$ cat src/rtl/mem_access_ctrl.sv
// Purpose: MEM-stage load/store sequencer; decodes funct3 into lanes and extends load data.
// Latency: beat 1 strobes the cycle after accept; resp_valid the cycle after the last mem_resp (trap: cycle after accept).
// Backpressure: req_ready is high only in IDLE; each beat holds its strobe until mem_resp.
module mem_access_ctrl #(
    parameter int XLEN           = 32,
    parameter bit MISALIGN_SPLIT = 1'b1
) (
    input  logic              clk,
    input  logic              rst,
    input  logic              req_valid,
    output logic              req_ready,
    input  logic              req_store,
    input  logic [2:0]        req_funct3,
    input  logic [XLEN-1:0]   req_addr,
    input  logic [XLEN-1:0]   req_wdata,
    output logic              mem_read,
    output logic              mem_write,
    output logic [XLEN-1:0]   mem_address,
    output logic [XLEN-1:0]   mem_wdata,
    output logic [XLEN/8-1:0] mem_byte_enable,
    input  logic [XLEN-1:0]   mem_rdata,
    input  logic              mem_resp,
    output logic              resp_valid,
    output logic              resp_trap,
    output logic [XLEN-1:0]   resp_rdata
);
    localparam int WB   = XLEN / 8;
    localparam int OW   = $clog2(WB);
    localparam bit IS64 = (XLEN == 64);

    localparam logic [1:0] IDLE  = 2'd0;
    localparam logic [1:0] BEAT1 = 2'd1;
    localparam logic [1:0] BEAT2 = 2'd2;
    localparam logic [1:0] DONE  = 2'd3;

    logic [1:0]        state;
    logic              st_q;
    logic [2:0]        f3_q;
    logic [OW-1:0]     off_q;
    logic [2*WB-1:0]   m2_q;
    logic [2*XLEN-1:0] wd2_q;
    logic              split_q;
    logic [XLEN-1:0]   addr_q;
    logic [XLEN-1:0]   lo_q;

    logic [OW-1:0]     req_off;
    logic [7:0]        req_base;
    logic [2*WB-1:0]   req_m2;
    logic [2*XLEN-1:0] req_wd2;
    logic              req_split;
    logic              req_legal;
    logic [XLEN-1:0]   req_aligned;

    // Shift the right-justified value down by the byte offset, keep n bytes, then extend.
    function automatic logic [XLEN-1:0] extend(input logic [2*XLEN-1:0] pair,
                                               input logic [OW-1:0] off,
                                               input logic [2:0] f3);
        logic [2*XLEN-1:0] sh;
        sh = pair >> {off, 3'b000};
        case (f3[1:0])
            2'b00:   extend = f3[2] ? XLEN'(sh[7:0])  : XLEN'($signed(sh[7:0]));
            2'b01:   extend = f3[2] ? XLEN'(sh[15:0]) : XLEN'($signed(sh[15:0]));
            2'b10:   extend = f3[2] ? XLEN'(sh[31:0]) : XLEN'($signed(sh[31:0]));
            default: extend = sh[XLEN-1:0];
        endcase
    endfunction

    // Request decode: lane mask over two words, shifted store data, split and legality.
    always_comb begin
        req_off     = req_addr[OW-1:0];
        req_aligned = {req_addr[XLEN-1:OW], {OW{1'b0}}};
        case (req_funct3[1:0])
            2'b00:   req_base = 8'h01;
            2'b01:   req_base = 8'h03;
            2'b10:   req_base = 8'h0F;
            default: req_base = 8'hFF;
        endcase
        req_m2    = (2*WB)'(req_base) << req_off;
        req_wd2   = {{XLEN{1'b0}}, req_wdata} << {req_off, 3'b000};
        req_split = |req_m2[2*WB-1:WB];
        if (req_store) begin
            req_legal = (req_funct3 == 3'b000) || (req_funct3 == 3'b001) ||
                        (req_funct3 == 3'b010) || (IS64 && req_funct3 == 3'b011);
        end else begin
            req_legal = (req_funct3 == 3'b000) || (req_funct3 == 3'b001) ||
                        (req_funct3 == 3'b010) || (req_funct3 == 3'b100) ||
                        (req_funct3 == 3'b101) ||
                        (IS64 && (req_funct3 == 3'b011 || req_funct3 == 3'b110));
        end
    end

    // Access sequencer; every output is a register so strobes drop directly on reset.
    always_ff @(posedge clk or posedge rst) begin
        if (rst) begin
            state           <= IDLE;
            req_ready       <= 1'b1;
            mem_read        <= 1'b0;
            mem_write       <= 1'b0;
            mem_address     <= '0;
            mem_wdata       <= '0;
            mem_byte_enable <= '0;
            resp_valid      <= 1'b0;
            resp_trap       <= 1'b0;
            resp_rdata      <= '0;
            st_q            <= 1'b0;
            f3_q            <= '0;
            off_q           <= '0;
            m2_q            <= '0;
            wd2_q           <= '0;
            split_q         <= 1'b0;
            addr_q          <= '0;
            lo_q            <= '0;
        end else begin
            case (state)
                IDLE: begin
                    if (req_valid) begin
                        st_q      <= req_store;
                        f3_q      <= req_funct3;
                        off_q     <= req_off;
                        m2_q      <= req_m2;
                        wd2_q     <= req_wd2;
                        split_q   <= req_split;
                        addr_q    <= req_aligned;
                        req_ready <= 1'b0;
                        if (!req_legal || (req_split && !MISALIGN_SPLIT)) begin
                            state      <= DONE;
                            resp_valid <= 1'b1;
                            resp_trap  <= 1'b1;
                            resp_rdata <= '0;
                        end else begin
                            state           <= BEAT1;
                            mem_read        <= !req_store;
                            mem_write       <= req_store;
                            mem_address     <= req_aligned;
                            mem_byte_enable <= req_m2[WB-1:0];
                            mem_wdata       <= req_wd2[XLEN-1:0];
                        end
                    end
                end
                BEAT1: begin
                    if (mem_resp) begin
                        lo_q <= mem_rdata;
                        if (split_q) begin
                            state           <= BEAT2;
                            mem_address     <= addr_q + XLEN'(WB);
                            mem_byte_enable <= m2_q[2*WB-1:WB];
                            mem_wdata       <= wd2_q[2*XLEN-1:XLEN];
                        end else begin
                            state           <= DONE;
                            mem_read        <= 1'b0;
                            mem_write       <= 1'b0;
                            mem_byte_enable <= '0;
                            resp_valid      <= 1'b1;
                            resp_trap       <= 1'b0;
                            resp_rdata      <= st_q ? '0 :
                                extend({{XLEN{1'b0}}, mem_rdata}, off_q, f3_q);
                        end
                    end
                end
                BEAT2: begin
                    if (mem_resp) begin
                        state           <= DONE;
                        mem_read        <= 1'b0;
                        mem_write       <= 1'b0;
                        mem_byte_enable <= '0;
                        resp_valid      <= 1'b1;
                        resp_trap       <= 1'b0;
                        resp_rdata      <= st_q ? '0 : extend({mem_rdata, lo_q}, off_q, f3_q);
                    end
                end
                default: begin
                    state      <= IDLE;
                    req_ready  <= 1'b1;
                    resp_valid <= 1'b0;
                    resp_trap  <= 1'b0;
                    resp_rdata <= '0;
                end
            endcase
        end
    end
endmodule

$ cat config.mk
export PLATFORM = sky130hd
export DESIGN_NAME = mem_access_ctrl
export DESIGN_NICKNAME = d
export VERILOG_FILES = /design/src/rtl/mem_access_ctrl.sv
export SDC_FILE = /design/constraint.sdc
export NUM_CORES = 1
export LEC_CHECK = 0
export BUFFER_PORTS_ARGS = -buffer_cell sky130_fd_sc_hd__buf_2
export CORE_UTILIZATION = 30
export DETAILED_ROUTE_END_ITERATION = 12
export GPL_ROUTABILITY_DRIVEN = 0
export GPL_TIMING_DRIVEN = 0
export REMOVE_ABC_BUFFERS = 1
export SLEW_MARGIN = 20
export SYNTH_ARGS = -nofsm -noshare
export SYNTH_HDL_FRONTEND = slang
export SYNTH_SLANG_ARGS = --single-unit
$ cat constraint.sdc
create_clock -name clk -period 5.45 [get_ports clk]
set_input_delay 0.2725 -clock clk [delete_from_list [all_inputs] [get_ports clk]]
set_output_delay 0.2725 -clock clk [all_outputs]
set_load 0.1 [all_outputs]
=== Word-level counts from Yosys, hierarchy flattened ===
Cells that the tools add are included.

* Flip-flop bits (word level): 248
* Bits of input ports: 104
* Output and inout port bits: 105

* Add/sub/neg operators: 1
* Equality and inequality tests: 16
* Shifts and indexed selects: 4
* Multiplexer cells: 56
* Bitwise operators: 1
* Reduce and logical (&&, ||, !) cells: 21

{| class="wikitable"
|+ Operator list
! cell !! number
|-
| $mux 32 || 19
|-
| $pmux 32 s2 || 4
|-
| $pmux 32 s3 || 1
|-
| $shl 32x5->64 || 1
|-
| $shr 64x5->32 || 1
|-
| $add 32x3->32 const B || 1
|-
| $shr 32x5->32 || 1
|-
| $pmux 8 s3 || 1
|-
| $mux 4 || 5
|-
| $mux 1 || 15
|-
| $reduce_and 5->1 || 3
|-
| $ne 2x2->1 const B || 7
|-
| $pmux 1 s3 || 4
|-
| $pmux 4 s3 || 1
|-
| $mux 2 || 4
|-
| $shl 8x2->8 || 1
|-
| $eq 2x1->1 const B || 3
|-
| $eq 3x3->1 const B || 2
|-
| $logic_not 2->1 || 3
|-
| $pmux 2 s3 || 1
|-
| $reduce_and 2->1 || 3
|-
| $reduce_and 6->1 || 1
|-
| $eq 2x2->1 const B || 2
|-
| $logic_or 1x1->1 || 4
|-
| 11 further kinds || 11
|}

=== Depth between registers and ports, before layout ===
Gate-level depths: netlist of the first run.

* Depth in word-level cells: 9
* Mapped depth: 10
* Depth with buffers taken out: 7

=== Worst setup path before layout of the first run ===
No wires, ideal clock.

* Path kind: register to register
* Start: register state[0]
* End: register resp_rdata[24]
* Library setup time: 0.065 ns
* Arrival: 1.938 ns
* Data required time: 5.385 ns
* Slack: 3.446 ns
* Cell stages (with the launch flop): 9
* Path buffers: 1
* Cell sequence: dfrtp_1 > inv_1 > ha_1 > o21bai_2 > and3_1 > buf_4 > nand4_4 > a2111oi_4 > a211o_1

* Cells in the longest elaborated chain, start to end: 3
* Elaborated cells between the ends (all ways): 10
* Those cells by class: eq/ne (7); mux (1); reduce/logical (2)

{| class="wikitable"
|+ RTL lines
! what !! RTL line !! text
|-
| start, declared || 36 || <nowiki>logic [1:0] state;</nowiki>
|-
| start signal, assigned || 95 || <nowiki>state <= IDLE;</nowiki>
|-
| start signal, assigned || 126 || <nowiki>state <= DONE;</nowiki>
|-
| start signal, assigned || 131 || <nowiki>state <= BEAT1;</nowiki>
|-
| $eq 2x1->1 (tied with other cells) || 114 || <nowiki>case (state)</nowiki>
|-
| $ne 2x2->1 (no source line) || -- ||
|-
| $reduce_and 5->1 (no source line) || -- ||
|-
| end signal, assigned || 155 || <nowiki>resp_rdata <= st_q ? '0 :</nowiki>
|-
| end signal, assigned || 168 || <nowiki>resp_rdata <= st_q ? '0 : extend({mem_rdata, lo_q}, off_q, f3_q);</nowiki>
|-
| end, declared || 25 || <nowiki>output logic [XLEN-1:0] resp_rdata</nowiki>
|}

Several ways; a longest one is shown, not always the timed one.
A chain may end at the register's enable or synchronous reset.

=== Worst setup path after layout of the first run ===
* Start: register state[0]
* End: register resp_rdata[25]

The elaborated chain is that of the path after synthesis.

==> impl_results.md, run 1 <==
- Status: finished clean
- Drt first-iter violations: roughly 640
- CP max stage cell: a2111oi_4
- Gr usage total: approximately 18%
- Initial Util: a little under a third
- GRT overflow: 0
- Mapped cell area: between 10000 and 15000 um^2
- First-pass GRT wire length: ~54000 um
- Adder-cell share of the synthesized area: less than 1%
- Synth area leaders: dfrtp_1 (46%), mux2_2 (9.4%), mux2i_1 (5.3%)
- Most numerous cell in the Yosys netlist: dfrtp_1
- Post-route ant nets: 0
- Core area: between 30000 and 40000 um^2
- H-tree depth: 1
- CP required: 5.92 ns
- Clock Tree Root: clkbuf_16
- I/O pin cnt: 209
- Synth cell types: roughly 70
- Initial DRT Pass Iterations: 4
- Site Rows: 69
- Crit Path Class: reg2reg
- CTS tree: built
- Fin. Hold Viols: 0
- Synth top area share: a little under half
- TritonCTS sink count: 202
- Final Cycle Share: just under 60%
- Die area: roughly 38000 um^2
- CTS Buf Count: 25
- Compound-Gate Fraction of Synth Area: 16.8%
- Multi-input logic area: 5590 um^2
- Via density: 5.38
- Fin area: ~14000 um^2
- Post-Synth XOR/XNOR Area: ~2.2%
- Top_reg_cell synth: dfrtp_1
- Synth Area in Simple Gates: about an eighth
- Post-CTS Hold Buffers: 42
- HP Class: in2reg
- EDFF count, synth: 0
- Final setup fails: 0
- RSZ-0062 raised after global routing: no
- Fmax: 0.317 GHz
- Layout net count: between 1k and 1.5k
- Post-CTS resize count: 0
- Reg clk slew, reported paths: approximately 0.060 ns
- Layout area overhead: 24.9%
- Placement Cell Area: between 10000 and 15000 um^2
- Die Ht: between 150 and 200 um
- Data arrival time of the worst path: 3.62 ns
- Worst slew pin tran: approximately 0.97 ns
- Commonest cells in the netlist: dfrtp_1 (201), nand2_1 (124), mux2_2 (92), nor2_1 (63), o21ai_0 (60)
- Largest family of logic cells by synthesized area: multiplexers
- Multiplexer share of the synthesized area: a little under a fifth
- Metal2 WL: about 15000 um
- Via count: roughly 9.4k
- WHS: 0.0236 ns
- CP Launch Type: flip-flop
- Syn_area_per_cell: ~10 um^2
- Max incr delay on CP: roughly 0.88 ns
- Wl on met1: approximately 15000 um
- Chip width: 194 um
- Initial antenna violation count: 2
- CP Cell Sequence: inv_1 -> ha_1 -> o21bai_2 -> and3_1 -> nand4_4 -> a2111oi_4 -> a211o_1
- Number of synthesis warnings: 0
- Worst Setup End Kind: flip-flop
- Met3 WL: 2300 um
- Count of final max-slew check failures: 0
- Largest net degree at the start of global routing: 99
- Final HPWL DP: 23000 um
- Drt total wl: 33800 um
- Post-synthesis cell count: about 1.1k
- # fillers: 3565
- DRC viols: 0
- Async SR Flop Fraction: 100%
- Slew margin rel.: between 30% and 40%
- Reg area: 5060 um^2
- Max-Cap Viols: 0
- Highest Signal Layer: met5
- Setup Fix Bufs, Post-CTS: 0
- Crit-path max FO: 15
- Worst skew pair latency: 0.53 ns
- Clock Tree Buf Depth: 3
- Yosys top cell by area: dfrtp_1
- Per-cell routed wire length: 19.4 um
- Post-Route Skew: about 0.012 ns
- I/O Buffers: about 200
- Post-synthesis sequential area ratio: around 46%
- Share of cells above drive strength 1: between 30% and 40%
- Minimum clock period: around 3.2 ns
- Register bit total from synthesis: around 200
- Vias in the first global route: between 9k and 10k
critical path: cells and delay by family (launching register included):
| kind | cells | cell delay [ns] |
|---|---|---|
| compound gates | 3 | 1.37 |
| simple gates | 2 | 0.68 |
| fa+ha+maj | 1 | 0.50 |
| flops | 1 | 0.44 |
| buf+inv | 1 | 0.09 |
area by class of cell:
type / instances / share of cell area [%]
multi-input combinational: 755 / 40.5
sequential: 202 / 36.8
timing repair buffer: 260 / 12.3
clock buffer: 39 / 5.14
tap: 461 / 4.19
inverter: 22 / 0.654
clock inverter: 5 / 0.409
antenna: 1 / 0.0182
path summary, 6_finish.rpt:
path,end,slack (ns),cells after the start,startpoint
worst max-delay path,resp_rdata[25],2.29,7,state[0]
min in group asynchronous,resp_rdata[27],0.25,3,rst
worst min register to register,mem_wdata[24],0.47,2,mem_wdata[24]
max in group asynchronous,wd2_q[40],4.02,5,rst
worst min-delay path,resp_rdata[25],0.02,2,mem_rdata[25]
worst max register to register,resp_rdata[25],2.29,7,state[0]
metrics by stage:
stage	util, %	cells	setup slack [ns]	setup TNS, ns
finish	38.5	1745	2.29	0
detailed placement	35.1	1658	2.31	0
global placement	34.3	1646	-3.19	-811.20
floorplan	-	979	-0.332	-66.64
CTS	38.4	1744	2.29	0
global route	38.4	1744	2.16	0
placed cells by master (no fill, tap or decap), drive strengths merged, types with 6 or more instances in the layout:
master	Yosys	final
nor2	64	64
o221ai	8	8
nand4	15	15
clkbuf	35	39
inv	21	22
a2bb2oi	7	7
mux2i	58	58
nor3	13	13
o21ai	77	77
o41ai	8	8
and3	9	9
xnor2	10	10
a22oi	10	10
a21oi	36	36
dfrtp	201	201
and2	9	9
nor4	6	6
buf	42	218
nand2	124	124
a32o	7	7
xor2	18	18
nand3	30	30
a22o	10	10
dlygate4sd3	0	42
o211ai	35	35
mux2	94	94
a211o	11	11
o2bb2ai	10	10
mux4	16	16
a221oi	16	16
sequential cells by signal, indices dropped and copies added (netlist names):
signal / cells
addr_q: 30
f3_q: 3
lo_q: 32
m2_q: 4
mem_address: 30
mem_byte_enable: 4
mem_read: 1
mem_wdata: 32
mem_write: 1
off_q: 2
req_ready: 1
resp_rdata: 32
resp_trap: 1
resp_valid: 1
split_q: 1
st_q: 1
state: 2
wd2_q: 24
metal layers:
layer,GRT usage (%),up-vias
met5,0,-
met4,5.07,4
met3,3.67,52
met2,28.1,325
met1,24.1,4694
li1,-,4318
cells by family after synthesis:
group / Yosys count
other cells: 1
xor+xnor: 28
buf+inv: 99
flops: 202
simple gates: 291
compound gates: 261
mux: 168
fa+ha+maj: 5
Power of run 1 is not shown: default switching activity piles up to over one toggle a cycle in this logic, so the estimate is an artifact.
==> run 2, diff against run 1 <==
--- a/config.mk
+++ b/config.mk
@@ -5,6 +5,7 @@
 export SDC_FILE = /design/constraint.sdc
 export NUM_CORES = 1
 export LEC_CHECK = 0
+export ABC_AREA = 1
 export BUFFER_PORTS_ARGS = -buffer_cell sky130_fd_sc_hd__buf_2
 export CORE_UTILIZATION = 30
 export DETAILED_ROUTE_END_ITERATION = 12
==> constraint.sdc (replaced) <==
create_clock -name clk -period 3.1 [get_ports clk]
set_input_delay 0.155 -clock clk [delete_from_list [all_inputs] [get_ports clk]]
set_output_delay 0.155 -clock clk [all_outputs]
set_load 0.1 [all_outputs]
==> impl_results.md, run 2 <==
- Final Cycle Share: 90.3% (was 57.9%)
- Layout net count: 1944 (was 1375)
- Core Util, Final: 38.7% (was 38.5%)
- Worst Reg-to-Reg Cells: 9 (was 7)
- CP required: 3.56 ns (was 5.92 ns)
- H-tree depth: 1 (unchanged)
- TritonCTS sink count: 202 (unchanged)
- Number of synthesis warnings: 0 (unchanged)
- Placed Cells: 2236 (was 1658)
- Top_reg_cell synth: dfrtp_1 (unchanged)
- Reg clk slew, reported paths: 0.06 ns (about the same)
- GR met2 Demand/Resource: 32.3% (was 28.1%)
- CP Cell Sequence: inv_2 -> nand2_1 -> nand3_1 -> nand3_2 -> nand3_2 -> nand3_1 -> nand3_1 -> nand2_1 -> nand2_1 (was inv_1 -> ha_1 -> o21bai_2 -> and3_1 -> nand4_4 -> a2111oi_4 -> a211o_1)
- Crit Path Class: reg2reg (unchanged)
- Per-cell routed wire length: 15.9 um (was 19.4 um)
- Hold Crit Depth: 4 (was 2)
- Max incr delay on CP: 0.69 ns (was 0.88 ns)
- Register bit total from synthesis: 202 (unchanged)
- Drt first-iter violations: 827 (was 636)
- Clock Tree Root: clkbuf_16 (unchanged)
- DRC viols: 0 (unchanged)
- Met1 GRT Util: 24.6% (was 24.1%)
- Drt total wl: 37600 um (was 33800 um)
- CTS Buf Count: 24 (was 25)
- Via density: 4.95 (was 5.38)
- Initial Util: 30.6% (was 30.8%)
- Count of final max-slew check failures: 0 (unchanged)
- HP Class: in2reg (unchanged)
- Fin. Hold Viols: 0 (unchanged)
- Layout area overhead: 26.4% (was 24.9%)
- Most common cell after layout, fill and taps aside: nand2_1 (was buf_2)
- Commonest cells in the netlist: nand2_1 (559), dfrtp_1 (201), o21ai_0 (136), nand3_1 (121), inv_1 (114) (was dfrtp_1 (201), nand2_1 (124), mux2_2 (92), nor2_1 (63), o21ai_0 (60))
- Worst skew pair latency: 0.55 ns (was 0.53 ns)
- RSZ-0062 raised after global routing: no (unchanged)
- CP max stage cell: dfrtp_4 (was a2111oi_4)
- Post-synthesis sequential area ratio: 43.7% (was 45.8%)
- Biggest registers after layout: lo_q x32, mem_wdata x32, resp_rdata x32 (unchanged)
- Die Ht: 198 um (was 194 um)
- Async SR Flop Fraction: 100% (unchanged)
- Chip width: 198 um (was 194 um)
- Mapped cell area: 11600 um^2 (was 11000 um^2)
- Syn_area_per_cell: 7.20 um^2 (was 10.5 um^2)
- Status: finished clean (unchanged)
- Commonest non-fill, non-tap cells in the layout: nand2_1 (557), buf_2 (206), dfrtp_1 (199), o21ai_0 (136), nand3_1 (121) (was buf_2 (206), dfrtp_1 (199), nand2_1 (121), mux2_2 (92), nor2_1 (63))
- GR Util met3: 3.31% (was 3.67%)
- Worst Setup End Kind: flip-flop (unchanged)
- Adder-cell share of the synthesized area: 0.540% (was 0.567%)
- Fin cells: 2364 (was 1745)
- Largest net degree at the start of global routing: 98 (was 99)
- Post-synthesis cell count: 1608 (was 1055)
- Gr busiest metal: met2 (unchanged)
- Core area: 37800 um^2 (was 35800 um^2)
- Synth top area share: 43.5% (was 45.6%)
- Data arrival time of the worst path: 3.26 ns (was 3.62 ns)
- Post-route ant nets: 0 (unchanged)
- Fmax: 0.357 GHz (was 0.317 GHz)
- Yosys top cell by area: dfrtp_1 (unchanged)
- Initial DRT Pass Iterations: 6 (was 4)
- Initial antenna violation count: 1 (was 2)
- EDFF count, synth: 0 (unchanged)
- Share of cells above drive strength 1: 16.3% (was 30.1%)
- Site Rows: 71 (was 69)
- First-pass GRT wire length: 60000 um (was 53600 um)
- Most numerous cell in the Yosys netlist: nand2_1 (was dfrtp_1)
- Crit-path max FO: 44 (was 15)
- Post-Synth XOR/XNOR Area: 0.530% (was 2.22%)
- Max-Cap Viols: 0 (unchanged)
- Final HPWL DP: 24400 um (was 23000 um)
- Crit-path leading delay family: simple AND/OR/NAND/NOR gates (was compound AO/OA/AOI/OAI gates)
- Worst slew pin tran: 1.07 ns (was 0.970 ns)
- Minimum clock period: 2.80 ns (was 3.16 ns)
- Clock Tree Buf Depth: 3 (unchanged)
- GRT overflow: 0 (unchanged)
- Vias in the first global route: 11.5k (was 9310)
- WP depth: 9 (was 7)
- Slew margin rel.: 28.4% (was 35.1%)
- Multiplexer share of the synthesized area: 1.37% (was 18.1%)
- Worst Path Buf+Inv: 1 (unchanged)
- CP Launch Type: flip-flop (unchanged)
- Synth cell types: 45 (was 72)
- Post-Route Skew: 0.0329 ns (was 0.0119 ns)
- I/O Buffers: 206 (unchanged)
- Die area: 39400 um^2 (was 37500 um^2)
- Final setup fails: 0 (unchanged)
- N_diodes: 0 (was 1)
- Gr usage total: 19.0% (was 17.6%)
- Synth Area in Simple Gates: 30.0% (was 12.5%)
- Setup TNS: 0 ns (unchanged)
- Compound-Gate Fraction of Synth Area: 15.3% (was 16.8%)
- Largest family of logic cells by synthesized area: simple AND/OR/NAND/NOR gates (was multiplexers)
- Via count: 11.7k (was 9393)
- Synth area leaders: dfrtp_1 (43%), nand2_1 (18%), o21ai_0 (5.9%) (was dfrtp_1 (46%), mux2_2 (9.4%), mux2i_1 (5.3%))
- I/O pin cnt: 209 (unchanged)
- CTS tree: built (unchanged)
-- run 2: cell count changes after synthesis, moves of 39 or more --
cell,previous run,this run
mux2i_1,58,8
nand2_1,124,559
mux2_2,92,7
o21ai_0,60,136
nor2_1,63,102
a21oi_1,35,87
nand3_1,29,121
inv_1,21,114
-- run 2: what timing repair did --
item	4_1_cts	5_1_grt
pin swaps	0	1
buffers inserted	0	3
gates cloned	0	0
hold buffers	81	0
endpoints found under the hold margin	326	0
gates resized for setup	1	1
setup endpoints to repair	1	27
-- run 2: final cells by class --
class	instances	area [um^2]
Clock buffer	36	716
Clock inverter	8	101
Fill cell	4032	23200
Inverter	125	487
Multi-Input combinational cell	1184	5570
Sequential cell	202	5060
Tap cell	511	639
Timing Repair Buffer	298	2060
-- run 2: kinds of logic after synthesis --
kind of cell	count (synthesis)
flip-flops	202
other	1
adder cells (fa/ha/maj)	5
multiplexers	15
buffers and inverters	223
XOR/XNOR	7
AO/OA/AOI/OAI	327
AND/OR/NAND/NOR	828
-- run 2: worst paths after layout --
check | start | to | slack, ns
worst max-delay path | off_q[0] | resp_rdata[26] | 0.30
worst min-delay path | req_valid | f3_q[2] | 0.03
worst max register to register | off_q[0] | resp_rdata[26] | 0.30
worst min register to register | resp_rdata[30] | resp_rdata[30] | 0.47
max in group asynchronous | rst | off_q[0] | 2.28
min in group asynchronous | rst | resp_rdata[2] | 0.08
-- run 2: worst register-to-register path, stage by stage, from the launching register on --
cell and delay, ns:
dfrtp_4 0.69, inv_2 0.61, nand2_1 0.15, nand3_1 0.15
nand3_2 0.39, nand3_2 0.40, nand3_1 0.12, nand3_1 0.10
nand2_1 0.07, nand2_1 0.06
-- run 2: per-stage QoR --
| stage | hold WS, ns | setup slack (ns) | instance area, um^2 |
|---|---|---|---|
| after floorplan | 0.265 | -2.56 | 11100 |
| final | 0.0269 | 0.300 | 14600 |
| after global routing | 0.0377 | 0.0486 | 14600 |
| after CTS | 0.00154 | 0.0744 | 14600 |
| after detailed placement | 0.0777 | -0.0795 | 13000 |
| after global placement | 0.377 | -5.42 | 12700 |
-- run 2: layer usage --
metal,up-vias,share of wire [%]
met5,-,0.035
met4,2,2.3
met3,66,6.0
met2,393,47
met1,5535,45
li1,5716,-
Power of run 2 is left out for the same reason.
==> run 3, diff against run 2 <==
--- a/config.mk
+++ b/config.mk
@@ -5,7 +5,6 @@
 export SDC_FILE = /design/constraint.sdc
 export NUM_CORES = 1
 export LEC_CHECK = 0
-export ABC_AREA = 1
 export BUFFER_PORTS_ARGS = -buffer_cell sky130_fd_sc_hd__buf_2
 export CORE_UTILIZATION = 30
 export DETAILED_ROUTE_END_ITERATION = 12
==> impl_results.md, run 3 (synthesis gave the netlist of run 1 again) <==
- Status: finished clean (unchanged)
- Crit path to: resp_rdata[20] (was resp_rdata[26])
- Crit-path max FO: 15 (was 44)
- Clock Tree Buf Depth: 3 (unchanged)
- Slew margin rel.: 34.1% (was 28.4%)
- TritonCTS sink count: 202 (unchanged)
- CP Launch Type: flip-flop (unchanged)
- CTS Buf Count: 25 (was 24)
- RSZ-0062 raised after global routing: no (unchanged)
- Final setup fails: 0 (unchanged)
- Multi-input logic area: 5590 um^2 (was 5570 um^2)
- Initial antenna violation count: 0 (was 1)
- Initial Util: 30.8% (was 30.6%)
- First-pass GRT wire length: 54900 um (was 60000 um)
- Worst Reg-to-Reg Cells: 7 (was 9)
- Drt first-iter violations: 576 (was 827)
- Post-route ant nets: 0 (unchanged)
- Commonest non-fill, non-tap cells in the layout: buf_2 (206), dfrtp_1 (199), nand2_1 (121), dlygate4sd3_1 (93), mux2_2 (92) (was nand2_1 (557), buf_2 (206), dfrtp_1 (199), o21ai_0 (136), nand3_1 (121))
- Count of final max-slew check failures: 0 (unchanged)
- I/O pin cnt: 209 (unchanged)
- DRC viols: 0 (unchanged)
- Data arrival time of the worst path: 3.27 ns (was 3.26 ns)
- Gr usage total: 18.0% (was 19.0%)
- Minimum clock period: 2.86 ns (was 2.80 ns)
- N_diodes: 0 (unchanged)
- Fin. Hold Viols: 0 (unchanged)
- Most common cell after layout, fill and taps aside: buf_2 (was nand2_1)
- Per-cell routed wire length: 19.1 um (was 15.9 um)
- # fillers: 3529 (was 4032)
- Die area: 37500 um^2 (was 39400 um^2)
- Vias in the first global route: 9717 (was 11.5k)
- Worst Setup SP: state[0] (was off_q[0])
- Largest net degree at the start of global routing: 99 (was 98)
- Die Ht: 194 um (was 198 um)
- Worst reg2reg setup slack: 0.24 ns (was 0.30 ns)
- CTS tree: built (unchanged)
- Worst r2r src: state[0] (was off_q[0])
- Worst slew pin tran: 0.984 ns (was 1.07 ns)
- Core Util, Final: 40.0% (was 38.7%)
- Max-Cap Viols: 0 (unchanged)
- CP required: 3.50 ns (was 3.56 ns)
- Via density: 5.35 (was 4.95)
- Share of cells above drive strength 1: 29.1% (was 16.3%)
- Site Rows: 69 (was 71)
- Biggest registers after layout: lo_q x32, mem_wdata x32, resp_rdata x32 (unchanged)
- Chip width: 194 um (was 198 um)
- Initial DRT Pass Iterations: 5 (was 6)
- Final HPWL DP: 23000 um (was 24400 um)
- Crit Path Class: reg2reg (unchanged)
- Via count: 9617 (was 11.7k)
- Worst R2R End: resp_rdata[20] (was resp_rdata[26])
- Drt total wl: 34400 um (was 37600 um)
- Reg clk slew, reported paths: 0.06 ns (about the same)
- Fmax: 0.349 GHz (was 0.357 GHz)
- HP Class: in2reg (unchanged)
- Reg area: 5060 um^2 (about the same)
- Worst skew pair latency: 0.53 ns (was 0.55 ns)
- I/O Buffers: 206 (unchanged)
- GRT overflow: 0 (unchanged)
- Worst Setup End Kind: flip-flop (unchanged)
- Clock Tree Root: clkbuf_16 (unchanged)
- Post-Route Skew: 0.0148 ns (was 0.0329 ns)
- Core area: 35800 um^2 (was 37800 um^2)
- Final Cycle Share: 92.4% (was 90.3%)
- H-tree depth: 1 (unchanged)
- Layout area overhead: 30.0% (was 26.4%)
- Layout net count: 1430 (was 1944)
==> run 3: worst min-delay path by stage <==
stage | from | endpoint | slack (ns) | depth (start not counted)
2_1_floorplan | mem_rdata[24] | resp_rdata[24] | 0.28 | 1
6_report | req_wdata[10] | mem_wdata[18] | 0.05 | 5
3_3_place_gp | req_addr[11] | addr_q[11] | 0.40 | 2
4_1_cts | req_wdata[10] | mem_wdata[18] | 0.01 | 5
5_1_grt | req_funct3[0] | f3_q[0] | 0.05 | 2
3_5_place_dp | rst | resp_rdata[27] | 0.14 | 2
==> run 3: what timing repair did <==
action | CTS | global route
hold buffers | 93 | 0
setup endpoints to repair | 8 | 22
pin swaps | 1 | 1
buffers inserted | 2 | 2
endpoints found under the hold margin | 238 | 0
gates resized for setup | 0 | 1
==> run 3: through the flow <==
stage / setup TNS (ns) / instance area (um^2) / setup WS (ns) / cells / hold WS (ns)
floorplan: -634.06 / 10700 / -2.56 / 979 / 0.279
global placement: -1596.22 / 12300 / -5.47 / 1646 / 0.404
detailed placement: -0.307 / 12600 / -0.0408 / 1658 / 0.142
CTS: 0 / 14300 / 0.0959 / 1797 / 0.0146
global route: 0 / 14300 / 0.0658 / 1799 / 0.0460
finish: 0 / 14300 / 0.235 / 1799 / 0.0451
==> run 3: routing by layer <==
layer / vias to the layer above / GRT usage, % / share of wire, %
li1: 4424 / - / -
met1: 4761 / 24.2 / 44
met2: 377 / 29.2 / 46
met3: 55 / 3.48 / 7.1
met4: 0 / 5.36 / 3.0
met5: - / 0 / 0
==> run 3: layout make-up <==
type                            count  area share, %
Clock buffer                       39           4.94
Multi-Input combinational cell    755           39.0
Inverter                           22          0.628
Timing Repair Buffer              315           15.7
Sequential cell                   202           35.3
Clock inverter                      5          0.393
Tap cell                          461           4.02
==> run 3: worst max-delay path: stages, from the launching register on <==
cell and delay, ns:
dfrtp_1 0.44, inv_1 0.11, ha_1 0.70, o21bai_2 0.15
and3_1 0.33, nand3_1 0.44, nor2_2 0.16, a2111o_1 0.41
Power of run 3 is left out for the same reason.
